<file path="config.mk">
export PLATFORM = sky130hd
export DESIGN_NAME = iter_muldiv_unit
export DESIGN_NICKNAME = d
export VERILOG_FILES = /design/src/rtl/iter_muldiv_unit.sv
export SDC_FILE = /design/constraint.sdc
export NUM_CORES = 1
export LEC_CHECK = 0
export CAP_MARGIN = 15
export CELL_PAD_IN_SITES_DETAIL_PLACEMENT = 1
export CELL_PAD_IN_SITES_GLOBAL_PLACEMENT = 2
export CORE_ASPECT_RATIO = 2
export CORE_MARGIN = 4
export CORE_UTILIZATION = 26
export DETAILED_ROUTE_END_ITERATION = 8
export GPL_ROUTABILITY_DRIVEN = 0
export MAX_ROUTING_LAYER = met4
export PLACE_DENSITY = 0.73
export SLEW_MARGIN = 0
export SYNTH_ARGS = -nofsm -noshare
export SYNTH_HDL_FRONTEND = slang
export SYNTH_SLANG_ARGS = --single-unit
</file>
<file path="constraint.sdc">
create_clock -name clk -period 5 [get_ports clk]
set_clock_uncertainty 0.15 [all_clocks]
set_input_delay 0.75 -clock clk [delete_from_list [all_inputs] [get_ports clk]]
set_output_delay 0.75 -clock clk [all_outputs]
set_load 0.05 [all_outputs]
</file>
<file path="src/rtl/iter_muldiv_unit.sv">
// Iterative RV M-extension execute unit: one multiply/divide result bit per cycle.
// Optional MULDIV_EARLY_OUT_EN: trivial cases (b==0 div, signed overflow, zero mul operand) finish in one cycle.
module iter_muldiv_unit #(
    parameter int XLEN  = 32,
    parameter int CNT_W = $clog2(XLEN)
) (
    input  logic            clk,
    input  logic            rst,
    input  logic            start,
    input  logic            kill,
    input  logic [2:0]      op,
    input  logic [XLEN-1:0] operand_a,
    input  logic [XLEN-1:0] operand_b,
    output logic            busy,
    output logic            done,
    output logic [XLEN-1:0] result
);

    localparam logic [1:0] S_IDLE = 2'd0;
    localparam logic [1:0] S_BUSY = 2'd1;
    localparam logic [1:0] S_DONE = 2'd2;

    function automatic logic [XLEN-1:0] neg_x(input logic [XLEN-1:0] v);
        return ~v + XLEN'(1);
    endfunction

    function automatic logic [2*XLEN-1:0] neg_2x(input logic [2*XLEN-1:0] v);
        return ~v + (2*XLEN)'(1);
    endfunction

    logic [1:0]       r_state;
    logic [CNT_W-1:0] r_cnt;
    logic             r_fin;
    logic [2:0]       r_op;
    logic [XLEN-1:0]  r_hi;
    logic [XLEN-1:0]  r_lo;
    logic [XLEN-1:0]  r_mcand;
    logic             r_prod_neg;
    logic             r_rem_neg;
    logic             r_bzero;
    logic [XLEN-1:0]  r_stage;
    logic [XLEN-1:0]  r_result;

    logic             w_a_signed;
    logic             w_b_signed;
    logic             w_a_neg;
    logic             w_b_neg;
    logic [XLEN-1:0]  w_mag_a;
    logic [XLEN-1:0]  w_mag_b;
    logic [XLEN:0]    w_mul_sum;
    logic [XLEN-1:0]  w_div_diff;
    logic             w_div_ge;
    logic [XLEN-1:0]  w_step_hi;
    logic [XLEN-1:0]  w_step_lo;
    logic [2*XLEN-1:0] w_prod_fix;
    logic [XLEN-1:0]  w_quo;
    logic [XLEN-1:0]  w_rem;
    logic [XLEN-1:0]  w_final;
    logic             w_early;
    logic [XLEN-1:0]  w_early_res;

    // MULH and signed div/rem treat both operands as signed; MULHSU only a; MUL needs no sign handling.
    assign w_a_signed = (op == 3'b001) || (op == 3'b010) || (op == 3'b100) || (op == 3'b110);
    assign w_b_signed = (op == 3'b001) || (op == 3'b100) || (op == 3'b110);
    assign w_a_neg    = w_a_signed & operand_a[XLEN-1];
    assign w_b_neg    = w_b_signed & operand_b[XLEN-1];
    assign w_mag_a    = w_a_neg ? neg_x(operand_a) : operand_a;
    assign w_mag_b    = w_b_neg ? neg_x(operand_b) : operand_b;

    assign w_mul_sum  = {1'b0, r_hi} + (r_lo[0] ? {1'b0, r_mcand} : {(XLEN+1){1'b0}});
    assign w_div_diff = {r_hi[XLEN-2:0], r_lo[XLEN-1]} - r_mcand;
    assign w_div_ge   = {r_hi, r_lo[XLEN-1]} >= {1'b0, r_mcand};

    always_comb begin
        w_step_hi = {w_mul_sum[XLEN:1]};
        w_step_lo = {w_mul_sum[0], r_lo[XLEN-1:1]};
        if (r_op[2]) begin
            if (w_div_ge) begin
                w_step_hi = w_div_diff;
                w_step_lo = {r_lo[XLEN-2:0], 1'b1};
            end else begin
                w_step_hi = {r_hi[XLEN-2:0], r_lo[XLEN-1]};
                w_step_lo = {r_lo[XLEN-2:0], 1'b0};
            end
        end
    end

    // Divide-by-zero leaves an all-ones quotient that must not be sign-corrected.
    assign w_prod_fix = r_prod_neg ? neg_2x({r_hi, r_lo}) : {r_hi, r_lo};
    assign w_quo      = (r_prod_neg && !r_bzero) ? neg_x(r_lo) : r_lo;
    assign w_rem      = r_rem_neg ? neg_x(r_hi) : r_hi;

    always_comb begin
        case (r_op)
            3'b000:                 w_final = w_prod_fix[XLEN-1:0];
            3'b001, 3'b010, 3'b011: w_final = w_prod_fix[2*XLEN-1:XLEN];
            3'b100, 3'b101:         w_final = w_quo;
            default:                w_final = w_rem;
        endcase
    end

    always_comb begin
        w_early     = 1'b0;
        w_early_res = '0;
`ifdef MULDIV_EARLY_OUT_EN
        if (op[2]) begin
            if (operand_b == '0) begin
                w_early     = 1'b1;
                w_early_res = op[1] ? operand_a : '1;
            end else if (!op[0] && (operand_a == {1'b1, {(XLEN-1){1'b0}}}) && (&operand_b)) begin
                w_early     = 1'b1;
                w_early_res = op[1] ? '0 : operand_a;
            end
        end else if ((operand_a == '0) || (operand_b == '0)) begin
            w_early     = 1'b1;
            w_early_res = '0;
        end
`endif
    end

    always_ff @(posedge clk or negedge rst) begin
        if (!rst) begin
            r_state    <= S_IDLE;
            r_cnt      <= '0;
            r_fin      <= 1'b0;
            r_op       <= 3'b000;
            r_hi       <= '0;
            r_lo       <= '0;
            r_mcand    <= '0;
            r_prod_neg <= 1'b0;
            r_rem_neg  <= 1'b0;
            r_bzero    <= 1'b0;
            r_stage    <= '0;
            r_result   <= '0;
        end else begin
            case (r_state)
                S_IDLE: begin
                    if (start && !kill) begin
                        r_op       <= op;
                        r_cnt      <= '0;
                        r_fin      <= 1'b0;
                        r_hi       <= '0;
                        r_prod_neg <= w_a_neg ^ w_b_neg;
                        r_rem_neg  <= w_a_neg;
                        r_bzero    <= ~|operand_b;
                        r_mcand    <= op[2] ? w_mag_b : w_mag_a;
                        r_lo       <= op[2] ? w_mag_a : w_mag_b;
                        if (w_early) begin
                            r_stage <= w_early_res;
                            r_state <= S_DONE;
                        end else begin
                            r_state <= S_BUSY;
                        end
                    end
                end
                S_BUSY: begin
                    if (kill) begin
                        r_state <= S_IDLE;
                    end else if (r_fin) begin
                        // Extra cycle after the last step applies the sign fix-up.
                        r_stage <= w_final;
                        r_state <= S_DONE;
                    end else begin
                        r_hi <= w_step_hi;
                        r_lo <= w_step_lo;
                        if (r_cnt == CNT_W'(XLEN-1)) begin
                            r_fin <= 1'b1;
                        end else begin
                            r_cnt <= r_cnt + CNT_W'(1);
                        end
                    end
                end
                S_DONE: begin
                    r_state <= S_IDLE;
                    if (!kill) begin
                        r_result <= r_stage;
                    end
                end
                default: r_state <= S_IDLE;
            endcase
        end
    end

    assign busy   = (r_state != S_IDLE);
    assign done   = (r_state == S_DONE) && !kill;
    assign result = done ? r_stage : r_result;

endmodule
</file>
==> results by group, run 1 <==
Floorplan
  • Std cell rows: 130
  • Die outline height: 363 um
  • Ports: around 110
  • Core footprint: around 63000 sq um
  • Initial core utilization: 26.2%
  • Die W: ~190 um
  • Die area: just under 70000 sq um

Clock tree
  • Htree depth: 4
  • CTS resizes: 0
  • Post-CTS Setup Bufs: 0
  • Hold-fix buffers, CTS: 0
  • Sink Count: 174
  • Clk_lat worst skew: 470 ps
  • CTS tree: done
  • Clock transition at path regs: 90 ps
  • Clock Path Buffers: 2
  • Clock root cell: clkbuf_16
  • Num CTS Buffers: 17

Place
  • Pre-CTS WS: ~660 ps
  • Number of port buffers: between 100 and 150
  • DP Cell Count: 2930
  • Hpwl dp: 62400 um

Critical path
  • Crit path arrival time: roughly 4600 ps
  • Delay-heaviest family, CP: compound AO/OA/AOI/OAI gates
  • Worst-path cell chain: inv_1 -> buf_4 -> nor2_1 -> ha_1 -> o21ai_0 -> inv_1 -> o31a_1 -> o41a_1 -> o41ai_2 -> o21ai_1 -> a221o_1 -> a211o_1 -> a32o_1
  • Crit start category: register
  • Crit-path max FO: 27
  • Critical path's most frequent cell: inv_1
  • Reg-to-reg slack, setup: 660 ps
  • Critical path type: reg2reg
  • Slowest CP cell: o41ai_2
  • WP data required: 5220 ps
  • Critical Path Sink Type: register
  • WP buf/inv: 3
  • Largest stage delay, worst path: 520 ps

Yosys
  • Post-synthesis sequential area ratio: 26.6%
  • Post-Syn Area: around 16000 sq um
  • Syn avg cell area: ~7.7 sq um
  • Synthesized net count: 2269
  • Post-synth EDFFs: 0
  • Synth Flop Type: dfrtp_1
  • Post-synth cell types: 76
  • Post-Syn Instances: between 2000 and 2500
  • Yosys reg bits: approximately 170
  • Async SR Flop Fraction: 100%
  • Ys Warns: 0

Timing
  • RSZ-0062 raised after global routing: false
  • Endpoints failing hold: 0
  • Final Worst Setup Slack: around 660 ps
  • Pins over their slew limit: 0
  • Relative slew slack: 21.9%
  • Max Clk Rate: 230 MHz
  • Setup TNS: 0 ps
  • Finish-stage setup viols: 0
  • Worst-margin pin slew: 1160 ps
  • Fin crit share: 86.8%
  • Min Clock Period, post-route: roughly 4300 ps

Worst hold path
  • Worst hold path type: in2async

Drt
  • Via Count: 16800
  • Iteration-0 DRC Markers: roughly 960
  • Post-Route WL: 78200 um
  • Final ANT Viol Nets: 0
  • DR pass1 iterations: 7
  • DRC Markers: 0
  • Via density: 5.66
  • WL/cell: approximately 26 um

Global route
  • Total GRT Usage: between 20% and 30%
  • First-pass GRT wire length: 115000 um
  • Pin count of the biggest net entering global routing: slightly below 90
  • Vias in the first global route: 18100
  • Initial antenna violation count: 1
  • Grt ovf: 0

Finish
  • Most frequent cells in the layout: o21ai_0, nand2_1, a21oi_1, dfrtp_1, nor2_1
  • Share of layout cells above drive strength 1: 7.88%
  • Synthesis-to-layout area growth: 15.8%
  • Leading cell type in the layout, fill and taps excluded: o21ai_0
  • Fin nets: 2301
  • ANT cells: 0
  • Fillers: between 7000 and 8000
  • Layout Cells excl Fill: 2962

Power and ir drop
  • Peak VDD IR: 0.000229 V
  • Leakage: between 0.007 and 0.008 uW
  • Pwr/cell area: 479 nW/um^2

Status
  • Status: finished clean

Job
  • Maxcap violations: 0
-- where the power goes --
part | leakage (uW) | switching, uW | internal (uW)
sequential | 0.00229 | 469 | 1640
combinational | 0.00521 | 3560 | 1980
clock | 0.000292 | 660 | 797
-- sequential cells by signal (all words and copies together), names as in the netlist, 2 cells and up --
name,count
r_op,3
r_state,2
r_lo,32
r_hi,32
r_stage,32
r_mcand,32
r_result,32
r_cnt,5
-- synthesized netlist by cell type, drive strengths merged (5+ instances only) --
cell type  count  area, sq um
and2           9         56.3
o21a           7         52.6
o221ai        25          219
buf           17         82.6
inv           78          293
nor2b         15         93.8
nor4          20          138
o31a           7         61.3
a22o           6         52.6
nor3          45          225
a221o          7         70.1
o211ai        17          128
nand2b        17          106
o41ai         17          209
o21ai        261         1310
or4           14          105
clkbuf       145          547
or3           26          168
a21oi        187          936
o21bai         9         67.6
or2           10         65.1
dfrtp        174         4350
xor2          83          727
nand3         36          180
o31ai         38          285
xnor2        121         1060
nor3b          6         45.0
a211oi        19          143
mux2          39          439
and3          11         68.8
a31oi         21          131
nand4         17          106
a21o          24          180
o2111ai        5         43.8
mux2i         61          611
a22oi         11         82.6
nor2         163          612
a211o          6         52.6
o22ai          7         43.8
a221oi         5         43.8
ha            70          876
a32o           5         50.1
nand2        214          803
-- metal layers --
layer | up-vias | routed length (um) | global-route usage (%)
met2 | 506 | 39700 | 41.2
met3 | 259 | 2760 | 3.04
met5 | - | 0 | -
li1 | 7741 | - | -
met4 | 0 | 8930 | 21.3
met1 | 8264 | 26800 | 22.1
-- final cells by class --
| class | instances | area, sq um | share of cell area (%) |
|---|---|---|---|
| Clock buffer | 18 | 429 | 2.26 |
| Tap cell | 792 | 991 | 5.22 |
| Timing Repair Buffer | 175 | 1600 | 8.40 |
| Sequential cell | 174 | 4360 | 23.0 |
| Clock inverter | 13 | 176 | 0.929 |
| Inverter | 80 | 300 | 1.58 |
| Multi-Input combinational cell | 1710 | 11100 | 58.6 |
-- kinds of logic after synthesis --
| logic type | share of synthesized area (%) |
|---|---|
| muxes | 6.41 |
| buffers and inverters | 5.67 |
| and+or+nand+nor | 17.5 |
| DFF | 26.6 |
| AOI/OAI and AO/OA | 27.3 |
| adders and majority gates | 5.59 |
| xor gates and xnor gates | 10.9 |
-- per-stage QoR --
step / power (uW) / instance area, sq um / hold WS (ps) / utilization (%)
floorplan: 5490 / 16400 / 283 / -
global placement: 7480 / 18400 / 310 / 29.3
detailed placement: 7570 / 18400 / 319 / 29.3
CTS: 9050 / 19000 / 133 / 30.3
global route: 9650 / 19000 / 150 / 30.3
finish: 9100 / 19000 / 105 / 30.3
-- worst paths after layout --
path / endpoint / cells past startpoint / start
max in group asynchronous: r_hi[14]$_DFFE_PN0P_ / 2 / rst
worst min-delay path: r_lo[6]$_DFFE_PN0P_ / 1 / rst
min in group clk: r_stage[9]$_DFFE_PN0P_ / 2 / r_stage[9]$_DFFE_PN0P_
worst max register to register: r_hi[31]$_DFFE_PN0P_ / 13 / r_lo[0]$_DFFE_PN0P_
worst max-delay path: r_hi[31]$_DFFE_PN0P_ / 13 / r_lo[0]$_DFFE_PN0P_
worst min register to register: r_stage[9]$_DFFE_PN0P_ / 2 / r_stage[9]$_DFFE_PN0P_
-- worst register-to-register path: stages (launching register included) --
cell     delay (ps)
dfrtp_1         460
inv_1           250
buf_4           370
nor2_1          100
ha_1            330
o21ai_0         220
inv_1            60
o31a_1          190
o41a_1          470
o41ai_2         520
o21ai_1         250
a221o_1         340
a211o_1         290
a32o_1          250
Power figures use the tool's default switching activity.
==> inputs of run 2 (changes only) <==
- CORE_ASPECT_RATIO: 2 -> 0.7
- GPL_TIMING_DRIVEN: unset -> 1
- SKIP_LAST_GASP: unset -> 1
==> run 2 against run 1 <==
Hold slack improved by 41 ps. Maximum frequency decreased by 2.5%. Power decreased by 2.3%. Count of clock-buffer cells in the layout increased by 3. Global-route usage decreased by 1.8 points. Critical endpoint is now r_stage[10]$_DFFE_PN0P_. Clock power about the same. Register-to-register slack got worse by 110 ps. Combinational power decreased by 4.2%. First-iteration DRC count increased by 53%. Non-clock buffer count decreased by 7. Sequential share of layout area about the same. Wire length decreased by 7.8%.
==> results by group, run 2 (synthesis results as in run 1) <==
Status
  • Status: finished clean

Floorplan
  • Std cell rows: 76
  • Ports: roughly 110
  • Initial core utilization: 26.4%
  • Die W: 308 um
  • Core footprint: slightly above 60000 sq um
  • Die outline height: roughly 220 um
  • Die area: around 67000 sq um

Finish
  • Synthesis-to-layout area growth: 15.6%
  • Most frequent cells in the layout: o21ai_0, nand2_1, a21oi_1, dfrtp_1, nor2_1
  • Share of layout cells above drive strength 1: 7.54%
  • Fillers: 7410
  • Fin nets: 2294
  • Leading cell type in the layout, fill and taps excluded: o21ai_0

Timing
  • Max Clk Rate: 225 MHz
  • Relative slew slack: 33.3%
  • Setup TNS: 0 ps
  • Endpoints failing hold: 0
  • Min Clock Period, post-route: 4450 ps
  • Finish-stage setup viols: 0
  • Fin crit share: 89.0%
  • RSZ-0062 raised after global routing: false
  • Worst-margin pin slew: 993 ps
  • Pins over their slew limit: 0

Clock tree
  • Clock transition at path regs: 80 ps
  • Clock Path Buffers: 2
  • Post-CTS Setup Bufs: 0
  • CTS tree: done
  • Clock root cell: clkbuf_16
  • Clk_lat worst skew: around 480 ps
  • CTS resizes: 0
  • Htree depth: 4
  • Sink Count: 174
  • Num CTS Buffers: 17
  • Hold-fix buffers, CTS: 0

Worst hold path
  • Worst hold path type: in2async

Critical path
  • Critical Path Sink Type: register
  • Crit-path max FO: 9
  • Critical path type: reg2reg
  • Crit path arrival time: around 4700 ps
  • WP data required: 5240 ps
  • Crit start category: register

Global route
  • Initial antenna violation count: 2
  • Vias in the first global route: approximately 17000
  • Grt ovf: 0
  • Total GRT Usage: around 22%
  • First-pass GRT wire length: approximately 110000 um
  • Pin count of the biggest net entering global routing: 78

Drt
  • Iteration-0 DRC Markers: 1466
  • DRC Markers: 0
  • Via Count: about 17000
  • Via density: roughly 5.7
  • Final ANT Viol Nets: 0
  • WL/cell: 24.2 um
  • DR pass1 iterations: 5
  • Post-Route WL: 72100 um

Power and ir drop
  • Overall power: 8890 uW
  • Peak VDD IR: between 0.0003 and 0.0004 V
  • Pwr/cell area: 469 nW/um^2
  • Leakage: 0.00775 uW

Place
  • Hpwl dp: about 56000 um
  • Number of port buffers: 104

Job
  • Maxcap violations: 0
run 2: layer usage:
layer  GRT usage (%)  share of wire (%)  vias to the layer above
li1                -                  -                     7734
met1            33.7                 52                     8654
met2            30.0                 40                      508
met3            2.81                6.4                       55
met4            4.62                1.7                        0
met5               -                  0                        -
run 2: where the power goes:
group / switching, uW / internal, uW
logic: 3370 / 1940
registers: 488 / 1640
clock network: 652 / 810
total: 4510 / 4390
run 2: worst paths after layout:
kind	slack (ps)	depth (start not counted)	to	from
max	550	10	r_stage[10]$_DFFE_PN0P_	r_lo[2]$_DFFE_PN0P_
min	150	1	r_lo[16]$_DFFE_PN0P_	rst
max reg2reg	550	10	r_stage[10]$_DFFE_PN0P_	r_lo[2]$_DFFE_PN0P_
min reg2reg	320	2	r_stage[9]$_DFFE_PN0P_	r_stage[9]$_DFFE_PN0P_
max in group asynchronous	3400	2	r_op[2]$_DFFE_PN0P_	rst
min in group clk	320	2	r_stage[9]$_DFFE_PN0P_	r_stage[9]$_DFFE_PN0P_
run 2: layout make-up:
type | instances | area [sq um] | share of cell area [%]
flip-flops and latches | 174 | 4360 | 23.0
multi-input cells | 1710 | 11100 | 58.7
well taps | 819 | 1020 | 5.41
diodes | 1 | 2.50 | 0.0132
repair buffers | 168 | 1530 | 8.09
clock inverters | 10 | 138 | 0.726
clock buffers | 21 | 460 | 2.43
inverters | 80 | 300 | 1.58
run 2: critical path: stages, from the launching register on:
cell and delay (ps):
dfrtp_1 530, nor3_1 700, nand4_1 500, nor4_2 730, nand2b_1 420, buf_4 310
o41ai_1 310, xor2_1 150, o221ai_1 250, o21ai_0 130, o21ai_0 160
run 2: metrics by stage:
stage / setup slack (ps) / cell area, sq um / util (%) / hold slack, ps / instances
after floorplan: 1140 / 16400 / - / 283 / 2126
after global placement: 771 / 18300 / 29.6 / 314 / 2951
after detailed placement: 715 / 18300 / 29.6 / 303 / 2951
after CTS: 716 / 18900 / 30.6 / 164 / 2982
after global routing: 359 / 18900 / 30.6 / 177 / 2982
final: 552 / 18900 / 30.6 / 146 / 2983
